$ cat src/rtl/cplx_accum.sv
// rtl/cplx_accum.sv - frame accumulator for a complex product stream
//
// Sums len_i+1 signed complex samples into ACC_WIDTH-bit accumulators and
// presents one result per frame on a valid/ready output. Build option:
//   CPLX_ACC_SAT_EN  defined   -> overflowing component clamps to max/min
//                    undefined -> overflowing component wraps modulo 2^ACC_WIDTH
//
// Ports:
//   clk_i        clock, rising edge
//   rst_i        synchronous active-high reset
//   flush_i      synchronous abort of the current frame or pending result
//   len_i        frame length minus one, captured on the first beat
//   in_valid_i / in_ready_o / in_re_i / in_im_i    input product stream
//   out_valid_o / out_ready_i / out_re_o / out_im_o / out_ovf_o   result
module cplx_accum #(
   parameter int DATA_WIDTH = 16,
   parameter int ACC_WIDTH  = 24,
   parameter int LEN_WIDTH  = 8
) (
   input  logic                  clk_i,
   input  logic                  rst_i,
   input  logic                  flush_i,
   input  logic [LEN_WIDTH-1:0]  len_i,
   input  logic                  in_valid_i,
   output logic                  in_ready_o,
   input  logic [DATA_WIDTH-1:0] in_re_i,
   input  logic [DATA_WIDTH-1:0] in_im_i,
   output logic                  out_valid_o,
   input  logic                  out_ready_i,
   output logic [ACC_WIDTH-1:0]  out_re_o,
   output logic [ACC_WIDTH-1:0]  out_im_o,
   output logic                  out_ovf_o
);

   typedef enum logic [1:0] {
      IDLE  = 2'd0,
      ACCUM = 2'd1,
      HOLD  = 2'd2
   } state_t;

   localparam logic [ACC_WIDTH-1:0] ACC_MAX = {1'b0, {(ACC_WIDTH-1){1'b1}}};
   localparam logic [ACC_WIDTH-1:0] ACC_MIN = {1'b1, {(ACC_WIDTH-1){1'b0}}};

   state_t               state_q, state_d;
   logic [ACC_WIDTH-1:0] acc_re_q, acc_re_d;
   logic [ACC_WIDTH-1:0] acc_im_q, acc_im_d;
   logic                 ovf_q, ovf_d;
   logic [LEN_WIDTH-1:0] cnt_q, cnt_d;

   logic [ACC_WIDTH-1:0] in_re_ext, in_im_ext;
   logic [ACC_WIDTH:0]   sum_re, sum_im;

   // Signed size cast sign-extends the input samples.
   assign in_re_ext = ACC_WIDTH'($signed(in_re_i));
   assign in_im_ext = ACC_WIDTH'($signed(in_im_i));

   // Returns {overflow, result}. Overflow is equal operand signs with a
   // differing sum sign; the clamp direction follows the operands' sign.
   function automatic logic [ACC_WIDTH:0] acc_add(input logic [ACC_WIDTH-1:0] a,
                                                  input logic [ACC_WIDTH-1:0] b);
      logic [ACC_WIDTH-1:0] s;
      logic                 ov;
      s  = a + b;
      ov = (a[ACC_WIDTH-1] == b[ACC_WIDTH-1]) && (s[ACC_WIDTH-1] != a[ACC_WIDTH-1]);
`ifdef CPLX_ACC_SAT_EN
      if (ov) begin
         s = a[ACC_WIDTH-1] ? ACC_MIN : ACC_MAX;
      end
`endif
      return {ov, s};
   endfunction

   assign sum_re = acc_add(acc_re_q, in_re_ext);
   assign sum_im = acc_add(acc_im_q, in_im_ext);

   always_comb begin
      state_d  = state_q;
      acc_re_d = acc_re_q;
      acc_im_d = acc_im_q;
      ovf_d    = ovf_q;
      cnt_d    = cnt_q;

      case (state_q)
         IDLE: begin
            if (in_valid_i) begin
               acc_re_d = in_re_ext;
               acc_im_d = in_im_ext;
               ovf_d    = 1'b0;
               cnt_d    = len_i;
               state_d  = (len_i == '0) ? HOLD : ACCUM;
            end
         end
         ACCUM: begin
            if (in_valid_i) begin
               acc_re_d = sum_re[ACC_WIDTH-1:0];
               acc_im_d = sum_im[ACC_WIDTH-1:0];
               ovf_d    = ovf_q | sum_re[ACC_WIDTH] | sum_im[ACC_WIDTH];
               cnt_d    = cnt_q - LEN_WIDTH'(1);
               // cnt_q counts beats still owed after this one plus one.
               if (cnt_q == LEN_WIDTH'(1)) begin
                  state_d = HOLD;
               end
            end
         end
         HOLD: begin
            if (out_ready_i) begin
               state_d = IDLE;
            end
         end
         default: state_d = IDLE;
      endcase

      // Flush overrides any beat or handshake in the same cycle.
      if (flush_i) begin
         state_d  = IDLE;
         acc_re_d = '0;
         acc_im_d = '0;
         ovf_d    = 1'b0;
         cnt_d    = '0;
      end
   end

   always_ff @(posedge clk_i) begin
      if (rst_i) begin
         state_q  <= IDLE;
         acc_re_q <= '0;
         acc_im_q <= '0;
         ovf_q    <= 1'b0;
         cnt_q    <= '0;
      end else begin
         state_q  <= state_d;
         acc_re_q <= acc_re_d;
         acc_im_q <= acc_im_d;
         ovf_q    <= ovf_d;
         cnt_q    <= cnt_d;
      end
   end

   // Handshake flags decode registered state only: no out_ready_i -> in_ready_o path.
   assign in_ready_o  = (state_q != HOLD);
   assign out_valid_o = (state_q == HOLD);
   assign out_re_o    = acc_re_q;
   assign out_im_o    = acc_im_q;
   assign out_ovf_o   = ovf_q;

endmodule

$ cat config.mk
export PLATFORM = sky130hd
export DESIGN_NAME = cplx_accum
export DESIGN_NICKNAME = d
export VERILOG_FILES = /design/src/rtl/cplx_accum.sv
export SDC_FILE = /design/constraint.sdc
export NUM_CORES = 1
export LEC_CHECK = 0
export CAP_MARGIN = 0
export CORE_UTILIZATION = 40
export CTS_CLUSTER_SIZE = 25
export DETAILED_ROUTE_END_ITERATION = 8
export GPL_TIMING_DRIVEN = 0
export PLACE_DENSITY = 0.66
export SETUP_SLACK_MARGIN = 0.3
export SYNTH_ARGS = -nofsm -noshare
export SYNTH_HDL_FRONTEND = slang
export SYNTH_SLANG_ARGS = --single-unit
$ cat constraint.sdc
create_clock -name clk_i -period 5.8 [get_ports clk_i]
set_input_delay 1.16 -clock clk_i [delete_from_list [all_inputs] [get_ports clk_i]]
set_output_delay 1.16 -clock clk_i [all_outputs]
set_load 0.005 [all_outputs]
==> flow_summary_export.csv <==
group,metric,value,unit
sta,min_period_over_period,0.667,
sta,rsz_0062_raised_after_global_routing,"no",
cts,master_cell_of_the_clock_root_buffer,"clkbuf_16",
worst_hold_path,worst_hold_path_depth,2,
floorplan,die_y,112,um
synth,post-synth-top-area-cell,"dfxtp_1",
worst_hold_path,timing.hold.worst_endpoint,"out_im_o[14]",
sta,tightest_slew,1.01,ns
finish,nNetsFinal,800,
setup_path,setup.worst_path.end_class,"register",
global_route,grt_start_max_net_pins,14,
sta,final_layout_worst_hold_slack,0.470,ns
cts,cts_num_sinks,59,
cts,postCtsSetupRepairBufs,0,
synth,largest_family_of_logic_cells_by_synthesized_area,"compound AO/OA/AOI/OAI gates",
route,remaining_drc_errors,0,
synth,synthCells,599,
synth,area_share_of_the_largest_cell_type_after_synthesis,0.242,
pwr,power.internal,905,uW
finish,drive_above_1_share,0.0677,
setup_path,timing.critical_path.from_type,"input pin",
route,highest_layer,"met4",
sta,maxClockFrequency,259,MHz
route,postRouteAntennaNets,0,
route,drt-initial-drc-count,278,
synth,synth_simple_gate_area_share,0.153,
outcome,status,"finished, final reports clean",
synth,synth_compound_area_frac,0.323,
synth,number_of_enable_type_register_cells_in_the_synthesized_netlist,0,
setup_path,worst_path_maximum_fanout,3,
setup_path,critPathRequiredTime,5.99,ns
pwr,power.combinational.fraction,0.267,
flow_run,maxCapViolCount,0,
cts,cts_max_path_buffers,2,
sta,finalSetupTns,0,ns
cts,worst_setup_hold_path_clk_slew,0.06,ns
sta,setup_viol,0,
place,io_buffer_count,95,
setup_path,setup.worst_path.class,"in -> reg",
route,met3_layer_wire_length_in_the_routed_design,876,um
cts,postCtsResizedCells,0,
synth,synth_top_cells_by_area,"dfxtp_1 (24%), ha_1 (12%), a21oi_1 (7.1%)",
pwr,total_leakage_power,2.59,nW
floorplan,design.core.area,0.0117,mm2
finish,final_util,0.540,
pwr,part_of_the_total_power_dissipated_in_sequential_elements,0.339,
synth,syn-cell-area,0.00488,mm2
floorplan,floorplan.die_area,0.0127,mm2
worst_hold_path,worst_hold_path_type,"reg -> reg",
cts,cts_hold_buffers,0,
finish,layout.area.seq,0.00118,mm2
floorplan,floorplan.initialDensity,0.419,
setup_path,setup.reg_to_reg.worst_slack,2.90,ns
route,avgRoutedWirePerCell,17.0,um
cts,cts_tree,"yes",
finish,area.growth.synth_to_final,28.9,%
place,gp_congestion,0.904,
global_route,vias_in_the_first_global_route,4722,
pwr,switching_share,0.301,
route,detail_route.wirelength,14500,um
synth,yosysWarningCount,0,
cts,cts-buffers-inserted,9,
synth,synthXorXnorAreaFrac,0.0699,
floorplan,placementRows,39,
pwr,clock_power_share,0.394,
floorplan,io_pins,96,
place,detailedPlacementHpwl,10800,um
sta,timing.max_slew.rel_slack,0.323,
cts,clock_insertion_delay_worst_skew,0.33,ns
floorplan,chipWidth,112,um
pwr,powerDensity,206,mW/mm2
sta,finalClockSkew,0.00756,ns
setup_path,reg2reg_to,"out_im_o[20]",
sta,final-hold-violation-count,0,
synth,ys.flop_type,"dfxtp_1",
setup_path,critPathArrivalTime,4.06,ns
route,detailroute.via_count,4946,
route,first_pass_drt_iterations,5,
sta,timing_max_transition_violations_final,0,
setup_path,r2r-start,"out_im_o[0]",
setup_path,worstRegToRegCells,12,
synth,syn_nets,694,
route,avgViaCountPerCell,5.81,
global_route,aggregate_global_routing_overflow,0,
pwr,power.net_switching,389,uW
pwr,peakVddDrop,0.124,mV
sta,min_period,3.87,ns
worst_hold_path,min-delay-start,"out_im_o[14]",
finish,layout_common_cells,"clkdlybuf4s50_1 (95), a21oi_1 (69), dfxtp_1 (59)",
synth,post_synth.cell_area_avg,8.15,um2
finish,n_antenna_cell,0,
finish,most_common_cell_after_layout_fill_and_taps_aside,"clkdlybuf4s50_1",
route,wirelength_met1,6740,um
finish,num-fill-cells,1096,
global_route,grt_usage,0.232,
global_route,antenna_found_initial,0,
global_route,wire_length_of_the_first_global_routing_pass,23500,um
synth,ys_ff_latch,59,
synth,synth-async-reset-ratio,0,
synth,synth-adder-area-share,0.131,
finish,multi_input_area,0.00344,mm2
cts,htreeDepth,3,
synth,synth_cell_types,65,
synth,seq_area_frac_synth,0.242,
synth,synth.area.mux_share,0.0266,
route,met2_length,6660,um
[stage by stage]
stage          total power, mW  setup slack [ns]  std cells  cell area [um2]
2_1_floorplan            0.665              2.48        599             4880
3_3_place_gp             0.779              1.70        837             6010
3_5_place_dp             0.787              1.70        837             6010
4_1_cts                   1.30              2.00        852             6290
5_1_grt                   1.35              1.71        852             6290
6_report                  1.29              1.93        852             6290
[layer usage]
metal / global-route usage / vias to the layer above
met1: 0.308 / 2321
li1: - / 2445
met3: 0.0524 / 24
met2: 0.377 / 156
met5: 0 / -
met4: 0.0649 / 0
[worst max-delay path: stages]
cell and delay [ns]:
clkdlybuf4s50_1 0.49, ha_1 0.17, inv_1 0.05, fa_1 0.38, nand2b_2 0.20, a21oi_1 0.31
o41ai_2 0.15, a21boi_0 0.26, o21ai_0 0.17, a21oi_1 0.30, a21oi_1 0.14, xor2_1 0.17
o22ai_1 0.11
[flip-flops by register name, summed over array words and instances (netlist names)]
| signal | cells |
|---|---|
| out_ovf_o | 1 |
| cnt_q | 8 |
| out_im_o | 24 |
| state_q | 2 |
| out_re_o | 24 |
[worst max path at each step]
stage              endpoint       start
6_report       out_im_o[20]  in_im_i[0]
5_1_grt        out_im_o[20]  in_im_i[0]
4_1_cts        out_re_o[22]  in_re_i[0]
3_5_place_dp   out_re_o[22]  in_re_i[0]
3_3_place_gp   out_re_o[22]  in_re_i[0]
2_1_floorplan  out_im_o[22]  in_im_i[0]
[logic make-up after synthesis]
logic type | count (synthesis)
AND/OR/NAND/NOR | 157
multiplexers | 13
adder cells (fa/ha/maj) | 50
XOR/XNOR | 39
AO/OA/AOI/OAI | 228
buffers and inverters | 53
flip-flops | 59
[synthesized netlist by cell type (all sizes together), types with 18 or more instances]
cell type	count
a21oi	72
nor2	45
clkbuf	21
dfxtp	59
inv	22
xnor2	19
o21ai	39
a211oi	18
nand2	46
xor2	20
ha	48
a21o	24
[power groups by stage]
stage	Combinational, mW	Clock, mW	Sequential, mW
2_1_floorplan	0.220	0	0.445
3_3_place_gp	0.333	0	0.447
3_5_place_dp	0.340	0	0.447
4_1_cts	0.343	0.518	0.439
5_1_grt	0.378	0.535	0.441
6_report	0.345	0.510	0.439
[area by class of cell]
type                    count  share of cell area
clock inverters             2             0.00159
multi-input cells         487               0.547
well taps                 143              0.0284
plain buffers              31              0.0284
flip-flops and latches     59               0.188
clock buffers              13              0.0429
repair buffers             95               0.151
inverters                  22              0.0131
Note: power is estimated with default switching activity, not from simulation.
